## src/rtl/ifu_pkg.sv

```systemverilog
// Shared definitions for the instruction fetch unit: reset PC, widths,
// PC step and the fetch FSM state encoding used by decode/cu as well.
package ifu_pkg;

  localparam int XLEN_LENGTH = 64;
  localparam int INST_LENGTH = 32;
  localparam logic [63:0] RESET_PC_DEFAULT = 64'h8000_0000;

  // Byte distance between consecutive sequential instructions.
  localparam int INST_STEP = INST_LENGTH / 8;

  typedef enum logic [1:0] {
    S_REQ  = 2'd0,
    S_WAIT = 2'd1,
    S_OUT  = 2'd2
  } ifu_state_e;

  // Word-align a fetch address by clearing its two low bits.
  function automatic logic [XLEN_LENGTH-1:0] align_pc(input logic [XLEN_LENGTH-1:0] addr);
    return addr & ~XLEN_LENGTH'(3);
  endfunction

endpackage

```

## src/rtl/ifu_pc.sv

```systemverilog
// Program counter register: reset value, sequential +4 advance and
// redirect mux. A redirect always wins over the sequential advance.
module ifu_pc
  import ifu_pkg::*;
#(
  parameter int              XLEN     = XLEN_LENGTH,
  parameter logic [XLEN-1:0] RESET_PC = XLEN'(RESET_PC_DEFAULT)
) (
  input  logic            clk,
  input  logic            rst,
  input  logic            advance,
  input  logic            redirect,
  input  logic [XLEN-1:0] target,
  output logic [XLEN-1:0] pc
);

  // PC update: redirect target (word aligned) or pc+4, wrapping modulo 2^XLEN.
  always_ff @(posedge clk) begin
    if (rst) begin
      pc <= RESET_PC;
    end else if (redirect) begin
      pc <= target & ~XLEN'(3);
    end else if (advance) begin
      pc <= pc + XLEN'(INST_STEP);
    end
  end

endmodule

```

## src/rtl/ifu.sv

```systemverilog
// Instruction fetch unit: one outstanding instruction-memory request at a
// time, registered instruction buffer towards decode, and redirect handling
// that squashes any fetch on the old path via the kill flag.
module ifu
  import ifu_pkg::*;
#(
  parameter int              XLEN     = XLEN_LENGTH,
  parameter int              INST_W   = INST_LENGTH,
  parameter logic [XLEN-1:0] RESET_PC = XLEN'(RESET_PC_DEFAULT)
) (
  input  logic              clk,
  input  logic              rst,
  output logic              imem_req_valid_o_ifu,
  input  logic              imem_req_ready_i_ifu,
  output logic [XLEN-1:0]   imem_req_addr_o_ifu,
  input  logic              imem_resp_valid_i_ifu,
  input  logic [INST_W-1:0] imem_resp_data_i_ifu,
  input  logic              pcsel_i_ifu,
  input  logic [XLEN-1:0]   target_i_ifu,
  output logic              inst_valid_o_ifu,
  input  logic              inst_ready_i_ifu,
  output logic [INST_W-1:0] inst_o_ifu,
  output logic [XLEN-1:0]   pc_o_ifu
);

  ifu_state_e        state;
  logic              req_valid;
  logic              kill;
  logic              inst_valid;
  logic [INST_W-1:0] inst_buf;
  logic [XLEN-1:0]   pc_buf;
  logic [XLEN-1:0]   pc;
  logic              advance;

  // The PC only steps sequentially when decode takes the buffered instruction;
  // a same-cycle redirect overrides this inside ifu_pc.
  assign advance = (state == S_OUT) && inst_ready_i_ifu;

  ifu_pc #(
    .XLEN     (XLEN),
    .RESET_PC (RESET_PC)
  ) u_pc (
    .clk      (clk),
    .rst      (rst),
    .advance  (advance),
    .redirect (pcsel_i_ifu),
    .target   (target_i_ifu),
    .pc       (pc)
  );

  // Fetch FSM, kill flag and output buffer. A response arriving while the
  // fetch is killed (or being killed this cycle) is dropped and a fresh
  // request is issued from the redirected PC.
  always_ff @(posedge clk) begin
    if (rst) begin
      state      <= S_REQ;
      req_valid  <= 1'b1;
      kill       <= 1'b0;
      inst_valid <= 1'b0;
      inst_buf   <= '0;
      pc_buf     <= '0;
    end else begin
      case (state)
        S_REQ: begin
          if (imem_req_ready_i_ifu) begin
            state     <= S_WAIT;
            req_valid <= 1'b0;
            kill      <= pcsel_i_ifu;
          end
        end
        S_WAIT: begin
          if (imem_resp_valid_i_ifu) begin
            if (kill || pcsel_i_ifu) begin
              kill      <= 1'b0;
              state     <= S_REQ;
              req_valid <= 1'b1;
            end else begin
              inst_buf   <= imem_resp_data_i_ifu;
              pc_buf     <= pc;
              inst_valid <= 1'b1;
              state      <= S_OUT;
            end
          end else if (pcsel_i_ifu) begin
            kill <= 1'b1;
          end
        end
        S_OUT: begin
          if (inst_ready_i_ifu || pcsel_i_ifu) begin
            inst_valid <= 1'b0;
            state      <= S_REQ;
            req_valid  <= 1'b1;
          end
        end
        default: begin
          state      <= S_REQ;
          req_valid  <= 1'b1;
          kill       <= 1'b0;
          inst_valid <= 1'b0;
        end
      endcase
    end
  end

  assign imem_req_valid_o_ifu = req_valid;
  assign imem_req_addr_o_ifu  = pc;
  assign inst_valid_o_ifu     = inst_valid;
  assign inst_o_ifu           = inst_buf;
  assign pc_o_ifu             = pc_buf;

endmodule

```

## config.mk

```make
export PLATFORM = sky130hd
export DESIGN_NAME = ifu
export DESIGN_NICKNAME = d
export VERILOG_FILES = /design/src/rtl/ifu_pkg.sv /design/src/rtl/ifu_pc.sv /design/src/rtl/ifu.sv
export SDC_FILE = /design/constraint.sdc
export NUM_CORES = 1
export LEC_CHECK = 0
export BUFFER_PORTS_ARGS = -buffer_cell sky130_fd_sc_hd__buf_2
export CORE_MARGIN = 5
export CORE_UTILIZATION = 53
export DETAILED_ROUTE_END_ITERATION = 12
export PLACE_DENSITY = 0.89
export SLEW_MARGIN = 20
export SYNTH_ARGS = -nofsm -noshare
export SYNTH_HDL_FRONTEND = slang
export SYNTH_SLANG_ARGS = --single-unit
```

## constraint.sdc

```tcl
create_clock -name clk -period 7.15 [get_ports clk]
set_clock_uncertainty 0.05 [all_clocks]
set_input_delay 0.715 -clock clk [delete_from_list [all_inputs] [get_ports clk]]
set_output_delay 0.715 -clock clk [all_outputs]
set_load 0.005 [all_outputs]
```

==> results of run 1 <==
[metrics by stage]
| step | hold slack [ns] | cells | worst slack (ns) | util [%] | cell area (um2) |
|---|---|---|---|---|---|
| floorplan | 0.403 | 898 | 4.52 | - | 7140 |
| global placement | 0.389 | 1265 | 3.90 | 63.7 | 8400 |
| detailed placement | 0.393 | 1265 | 3.83 | 63.7 | 8400 |
| CTS | 0.402 | 1292 | 4.02 | 67.9 | 8960 |
| global route | 0.417 | 1294 | 3.72 | 68.0 | 8960 |
| finish | 0.402 | 1294 | 3.99 | 68.0 | 8960 |
[worst max-delay path by stage]
| stage | start | end | slack (ns) |
|---|---|---|---|
| after global routing | state[1] | u_pc.pc[48] | 3.72 |
| after detailed placement | inst_ready_i_ifu | u_pc.pc[46] | 3.83 |
| after global placement | inst_ready_i_ifu | u_pc.pc[48] | 3.90 |
| final | state[1] | u_pc.pc[46] | 3.99 |
| after floorplan | inst_ready_i_ifu | u_pc.pc[61] | 4.52 |
| after CTS | state[1] | u_pc.pc[46] | 4.02 |
[cell families (layout without fill, tap and decap cells)]
family | after synthesis | in the layout | synth area share [%]
simple gates | 414 | 414 | 27.8
compound gates | 199 | 199 | 18.1
xor+xnor | 22 | 22 | 2.70
mux | 4 | 4 | 0.562
buf+inv | 93 | 311 | 5.41
fa+ha+maj | 1 | 1 | 0.176
other cells | 1 | 6 | 0.0526
flops | 161 | 161 | 45.2
[worst max-delay path, cell delays in order, from the launching register on]
cell,delay (ns)
dfxtp_1,0.58
nand4b_1,0.30
nor3_1,0.59
nand4_1,0.65
or4_1,0.62
a311oi_1,0.27
[synthesized netlist by cell type (5+ instances only)]
master,count,area share (%)
a21oi_1,102,7.2
a31oi_1,5,0.44
dfxtp_1,161,45
nor3_1,19,1.3
o21ai_0,12,0.84
a311oi_1,19,2.3
inv_1,20,1.1
nand4_1,23,2.0
and3_1,8,0.70
nor2_1,59,3.1
or3_1,9,0.79
a2111oi_0,5,0.61
clkbuf_1,57,3.0
nand3_1,13,0.91
buf_1,6,0.32
buf_4,5,0.53
xnor2_1,13,1.6
nand2_1,225,12
o31ai_1,7,0.74
nor2b_1,5,0.44
nor4_1,10,0.88
xor2_1,9,1.1
or4_1,9,0.95
and4_1,11,1.4
a211oi_1,23,2.4
[sequential cells by signal (all words and copies together) (netlist names)]
register and cells:
kill 1, u_pc.pc 62, inst_valid_o_ifu 1, state 2, inst_o_ifu 32, imem_req_valid_o_ifu 1
pc_o_ifu 62
[per-layer routing]
metal / up-vias / track usage (%) / routed length [um]
met3: 46 / 6.56 / 1520
met4: 0 / 10.0 / 541
met1: 3372 / 31.7 / 8510
met2: 295 / 41.2 / 10100
li1: 3553 / - / -
met5: - / 0 / 0
[power by group through the flow]
stage	sequential [mW]	combinational [mW]	clock (mW)
after floorplan	0.987	0.0991	0
after global placement	0.995	0.172	0
after detailed placement	0.997	0.176	0
after CTS	0.978	0.177	0.899
after global routing	0.986	0.195	0.943
final	0.979	0.176	0.888
[layout make-up]
type                       count  area (um2)
clock inverter                 6         111
timing repair buffer         263        1330
clock buffer                  21         450
sequential                   161        3220
inverter                      21        78.8
fill                        1014        4230
tap                          176         220
multi-input combinational    644        3540
antenna                        2        5.00
==> qor.yml, run 1 <==
pwr:
  ir_drop_uv: 212
  p_leak_nw: 3.70
  p_switching_uw: 482
  power.density_nw_per_um2: 228
  p_int_mw: 1.56
  total_power_mw: 2.04
  clkPwrFrac_pct: 43.5
  switching_share_pct: 23.6
  pwr-share-seq_pct: 47.9
  power_frac_comb_pct: 8.6
yosys:
  async_reset_ff_share_pct: 0
  yosysWarningCount: 0
  ys_seq_area_share_pct: 45.2
  syn_area_um2: 7130
  synth_seq_cells: 161
  synth_cell_types: 56
  postSynthCellCount: 895
  synth.avg_cell_area_um2: 7.96
  synth_edf_count: 0
  synth_ff_type: "dfxtp_1"
layout:
  drive_above_1_share_pct: 27.2
  area_growth_pct: 25.8
  mostFrequentLayoutCell: "buf_2"
  layout_common_cells: "buf_2 (256), nand2_1 (225), dfxtp_1 (161), a21oi_1 (102), nor2_1 (59)"
  nNetsFinal: 1211
sta:
  worstMarginPinSlew_ns: 1.10
  setup_tns_ns: 0
  max_slew_margin_pct: 26.7
  setup_viol: 0
  hold_viol_final: 0
  drv_slew: 0
  rsz0062_at_grt: "false"
  period_share_pct: 44.1
  max_freq_ghz: 0.317
  period_minus_slack_ns: 3.16
worst_setup_path:
  rr_startpoint: "state[1]"
  arrival_ns: 3.43
  cp_max_fo: 18
  reg2reg_to: "u_pc.pc[46]"
  worst-r2r-setup-slack_ns: 3.99
  critPathLaunchType: "flip-flop"
  rr_worst_depth: 5
  crit_required_ns: 7.43
  worst-setup-path-type: "flip-flop to flip-flop"
  crit_path_end_kind: "flip-flop"
cts:
  cts_buffers: 17
  root_buffer: "clkbuf_16"
  clock-sinks: 161
  cts_setup_buffers: 0
  clockBufferDepth: 2
  h-tree-depth: 4
  clk_latency_ns: 0.42
  holdBufCountCts: 0
  cts.repair.resized: 0
  cts_tree: "built"
  clk_pin_slew_ns: 0.06
run:
  cap_violations: 0
drt:
  post_drt_via_cell_ratio: 5.62
  first_pass_iters: 5
  wl_per_cell_um: 16.0
  vias: 7266
  totalWireLength_mm: 20.7
  ant_nets: 0
  drc: 0
  drt_iter0_drc: 455
global_route:
  grt_max_degree: 105
  grt_pass1_wl_mm: 33.3
  grt_pass1_vias: 6700
  globalRoute.totalOverflow: 0
  track_usage_pct: 25.1
  antenna_found_initial: 2
outcome:
  status: "completed"
place:
  post-dp-hpwl_mm: 14.2
  port-buffer-count: 257
  place.gp.congestion: 0.797
die:
  die_w_um: 126
  fp.dieH_um: 126
  core_um2: 13200
  initial_utilization_pct: 54.0
  row_count: 42
  io_pins: 264
  dieArea_um2: 15900
worst_hold_path:
  hp-class: "flip-flop to flip-flop"
  hold_end: "pc_o_ifu[8]"
  min_from: "pc_o_ifu[8]"
  worstHoldPathCells: 2
Note: power is estimated with default switching activity, not from simulation.
==> run 2: changes to the inputs <==
Settings changed: CORE_UTILIZATION 53 to 50, PLACE_DENSITY 0.89 to 0.85.
Clock period 7.15 ns to 3.1 ns, I/O delays scaled along.
==> run 2 against run 1 <==
Net effect:
- hold slack worse by 0.33 ns
- cell count grew 1.4%
- largest cell class unchanged
- sequential share of layout area fell by 0.47 points
- largest power group unchanged
- critical path type unchanged
- highest routed layer is now met5
- worst setup slack worse by 3.6 ns
==> qor.yml, run 2 (same netlist as run 1, synthesis figures left out) <==
place:
  place.gp.congestion: 0.793
  port-buffer-count: 257
  post-dp-hpwl_mm: 14.5
  place_ws_ns: 0.420
cts:
  cts.repair.resized: 0
  holdBufCountCts: 0
  clock-sinks: 161
  cts_buffers: 17
  clockBufferDepth: 2
  cts_setup_buffers: 0
  root_buffer: "clkbuf_16"
  cts_tree: "built"
  clk_pin_slew_ns: 0.06
  h-tree-depth: 4
  clk_latency_ns: 0.42
die:
  core_um2: 13900
  io_pins: 264
  dieArea_um2: 16700
  row_count: 43
  die_w_um: 129
  initial_utilization_pct: 51.2
  fp.dieH_um: 129
sta:
  drv_slew: 0
  period_minus_slack_ns: 2.71
  period_share_pct: 87.3
  max_freq_ghz: 0.370
  worstMarginPinSlew_ns: 1.02
  rsz0062_at_grt: "false"
  max_slew_margin_pct: 32.3
  hold_viol_final: 0
  setup_ws_ns: 0.394
  setup_tns_ns: 0
  setup_viol: 0
drt:
  vias: 7319
  first_pass_iters: 5
  totalWireLength_mm: 21.1
  drt_iter0_drc: 380
  post_drt_via_cell_ratio: 5.58
  drc: 0
  ant_nets: 0
  wl_per_cell_um: 16.0
run:
  cap_violations: 0
pwr:
  power.density_nw_per_um2: 521
  ir_drop_uv: 362
  p_leak_nw: 3.75
  total_power_mw: 4.73
worst_setup_path:
  worst-r2r-setup-slack_ns: 0.39
  crit_required_ns: 3.33
  reg2reg_to: "u_pc.pc[55]"
  critPathLaunchType: "flip-flop"
  cp_max_fo: 12
  arrival_ns: 2.93
  rr_startpoint: "state[0]"
  worst-setup-path-type: "flip-flop to flip-flop"
  rr_worst_depth: 5
  crit_path_end_kind: "flip-flop"
worst_hold_path:
  min_from: "target_i_ifu[4]"
  hp-class: "input pin to flip-flop"
  worstHoldPathCells: 3
  hold_end: "u_pc.pc[4]"
layout:
  layout_common_cells: "buf_2 (256), nand2_1 (225), dfxtp_1 (161), a21oi_1 (102), nor2_1 (59)"
  mostFrequentLayoutCell: "buf_2"
  area_growth_pct: 27.4
  drive_above_1_share_pct: 27.9
  num-fill-cells: 1209
  layout.area.seq_um2: 3220
  nNetsFinal: 1219
  multiInputGateArea_um2: 3540
global_route:
  grt_pass1_wl_mm: 33.0
  grt_pass1_vias: 6716
  globalRoute.totalOverflow: 0
  antenna_found_initial: 4
  grt_max_degree: 107
  track_usage_pct: 24.4
outcome:
  status: "completed"
[run 2: cell types whose count changed in the layout (fill, tap and decap cells not counted), sizes merged]
cell,previous run,this run
diode,2,3
buf,263,271
clkinv,3,4
clkbuf,21,23
inv,20,21
bufinv,3,2
clkinvlp,1,3
[run 2: how the worst max path moves through the flow]
stage              from           to  slack [ns]  depth (start not counted)
5_1_grt        state[0]  u_pc.pc[55]        0.29                          5
4_1_cts        state[0]  u_pc.pc[55]        0.41                          5
3_5_place_dp   state[0]  u_pc.pc[55]        0.42                          5
2_1_floorplan  state[0]  u_pc.pc[61]        0.77                          7
3_3_place_gp   state[0]  u_pc.pc[61]        0.49                          5
6_report       state[0]  u_pc.pc[55]        0.39                          5
[run 2: metrics by stage]
step           instance area, um2  instances  hold slack [ns]  utilization [%]
2_1_floorplan                7140        898            0.396                -
3_3_place_gp                 8500       1277            0.388             61.0
3_5_place_dp                 8500       1277            0.393             61.0
4_1_cts                      9070       1309           0.0517             65.1
5_1_grt                      9080       1312           0.0666             65.2
6_report                     9080       1312           0.0684             65.2
[run 2: final cells by class]
cell class,instances,share of cell area [%]
Clock buffer,23,5.15
Clock inverter,9,1.17
Inverter,21,0.868
Tap cell,180,2.48
Sequential cell,161,35.5
Timing Repair Buffer,271,15.8
Antenna cell,3,0.0827
Multi-Input combinational cell,644,39.0
[run 2: layer usage]
metal,global-route usage [%],routed length [um]
met3,5.81,1560
met5,0,11
met4,11.4,546
met1,30.7,8720
met2,39.7,10200
[run 2: where the power goes]
part,switching (mW),total (mW),internal (mW)
Sequential,0.106,2.25,2.15
Combinational,0.226,0.419,0.193
Clock,0.831,2.06,1.23
Total,1.16,4.73,3.57
[run 2: critical path, stage by stage (launching register included)]
cell and delay [ns]:
dfxtp_1 0.40, nand3b_2 0.31, or4_1 0.76, or4_4 0.66
nor4b_2 0.30, a2111oi_1 0.08
==> run 3: changes to the inputs <==
Settings changed: CAP_MARGIN from default to 10, CELL_PAD_IN_SITES_DETAIL_PLACEMENT from default to 1, CELL_PAD_IN_SITES_GLOBAL_PLACEMENT from default to 2, CORE_UTILIZATION 50 to 27, PLACE_DENSITY 0.85 to 0.83.
==> run 3 against run 2 <==
Net effect:
- die area rose by 78%
- highest routed layer unchanged
- non-clock buffer count rose by 10
- hold slack got worse by 0.0013 ns
- maximum frequency rose by 6.1%
- register-to-register slack improved by 0.16 ns
- core utilization fell by 29 points
- largest power group unchanged
==> qor.yml, run 3 (same netlist as run 1, synthesis figures left out) <==
worst_setup_path:
  crit_family: "simple AND/OR/NAND/NOR gates"
  crit_slowest_cell: "or2_2"
  cp.depth: 7
  cp-startpoint: "u_pc.pc[2]"
  worst-r2r-setup-slack_ns: 0.55
  crit_buf_inv: 1
  cpPeakStageDelay_ns: 0.45
  crit_required_ns: 3.35
  critPathLaunchType: "flip-flop"
  cp_max_fo: 10
  rr_startpoint: "u_pc.pc[2]"
  crit_path_end_kind: "flip-flop"
  worst-setup-path-type: "flip-flop to flip-flop"
  crit_end: "u_pc.pc[52]"
  arrival_ns: 2.80
  rr_worst_depth: 7
  reg2reg_to: "u_pc.pc[52]"
  cp_cell_sequence: "ha_1 -> nand4_1 -> or2_2 -> nor4_1 -> buf_4 -> a211oi_1 -> a2111oi_0"
pwr:
  power_frac_comb_pct: 9.1
  total_power_mw: 4.76
  clkPwrFrac_pct: 43.6
  p_switching_mw: 1.34
  p_leak_nw: 3.80
  power.density_nw_per_um2: 510
  pwr-share-seq_pct: 47.3
  ir_drop_uv: 226
  p_int_mw: 3.42
  switching_share_pct: 28.2
global_route:
  grt_pass1_wl_mm: 39.5
  grt_max_degree: 95
  antenna_found_initial: 5
  grt_pass1_vias: 7273
  track_usage_pct: 16.5
  globalRoute.totalOverflow: 0
sta:
  rsz0062_at_grt: "false"
  timing.hold.ws_ns: 0.0671
  period_minus_slack_ns: 2.55
  drv_slew: 0
  max_slew_margin_pct: 37.0
  hold_viol_final: 0
  max_freq_ghz: 0.392
  setup_tns_ns: 0
  setup_ws_ns: 0.550
  period_share_pct: 82.2
  worstMarginPinSlew_ns: 0.944
  setup_viol: 0
drt:
  drt_iter0_drc: 354
  ant_nets: 0
  vias: 7291
  drc: 0
  totalWireLength_mm: 25.1
  first_pass_iters: 4
  post_drt_via_cell_ratio: 4.94
  wl_per_cell_um: 17.0
cts:
  clk_latency_ns: 0.43
  cts_tree: "built"
  clockBufferDepth: 2
  cts.repair.resized: 0
  h-tree-depth: 4
  holdBufCountCts: 0
  root_buffer: "clkbuf_16"
  clk_pin_slew_ns: 0.07
  clock-sinks: 161
  cts_buffers: 17
  cts_setup_buffers: 0
layout:
  area_growth_pct: 31.1
  nNetsFinal: 1229
  fin_area_um2: 9340
  layout_common_cells: "buf_2 (256), nand2_1 (225), dfxtp_1 (161), a21oi_1 (102), nor2_1 (59)"
  fin_util_pct: 35.8
  drive_above_1_share_pct: 28.9
  mostFrequentLayoutCell: "buf_2"
  num-fill-cells: 3202
  layoutNonFillerInstCount: 1476
die:
  dieArea_um2: 29700
  io_pins: 264
  initial_utilization_pct: 27.4
  row_count: 59
  core_um2: 26100
  die_w_um: 172
  fp.dieH_um: 172
worst_hold_path:
  hp-class: "input pin to flip-flop"
place:
  port-buffer-count: 257
  place.gp.congestion: 0.730
  post-dp-hpwl_mm: 17.7
  place_ws_ns: 0.517
  placed_cell_area_um2: 8750
  placed_cells: 1441
outcome:
  status: "completed"
run:
  cap_violations: 0
## run 3: changes by cell type in the layout (fill, tap and decap cells not counted), moves of 2 or more
cell,delta
inv_6,+3
buf_4,+10
clkinv_2,-2
inv_8,+3
clkbuf_1,-4
clkinv_4,+2
bufinv_16,-2
## run 3: how the worst min path moves through the flow
stage / startpoint / end / slack (ns) / depth (start not counted)
6_report: imem_resp_data_i_ifu[16] / inst_o_ifu[16] / 0.07 / 3
4_1_cts: imem_resp_data_i_ifu[14] / inst_o_ifu[14] / 0.04 / 3
3_3_place_gp: pc_o_ifu[37] / pc_o_ifu[37] / 0.39 / 2
5_1_grt: imem_resp_data_i_ifu[13] / inst_o_ifu[13] / 0.04 / 3
3_5_place_dp: inst_o_ifu[9] / inst_o_ifu[9] / 0.39 / 2
2_1_floorplan: imem_resp_data_i_ifu[0] / inst_o_ifu[0] / 0.40 / 2
## run 3: power groups by stage
stage,clock network (mW),registers [mW],logic [mW]
floorplan,0,2.28,0.229
global placement,0,2.30,0.430
detailed placement,0,2.30,0.439
CTS,2.15,2.26,0.440
global route,2.24,2.27,0.485
finish,2.08,2.25,0.434
## run 3: cell type report
type,instances,area [um2],share of cell area [%]
diodes,2,5.00,0.0536
clock buffers,18,439,4.70
clock inverters,14,121,1.30
inverters,21,78.8,0.844
multi-input cells,644,3540,37.9
flip-flops and latches,161,3220,34.5
well taps,335,419,4.49
repair buffers,281,1510,16.2
## run 3: routing by layer
| metal | up-vias | share of wire [%] | GRT usage (%) |
|---|---|---|---|
| met4 | 6 | 1.0 | 4.07 |
| met2 | 190 | 47 | 27.1 |
| met5 | - | 0.16 | 0 |
| met1 | 3475 | 45 | 21.5 |
| met3 | 24 | 6.9 | 4.34 |
| li1 | 3596 | - | - |
## run 3: worst reg2reg max path, cell delays in order, from the launching register on
cell and delay (ns):
dfxtp_1 0.44, ha_1 0.25, nand4_1 0.20, or2_2 0.45
nor4_1 0.41, buf_4 0.21, a211oi_1 0.06, a2111oi_0 0.36
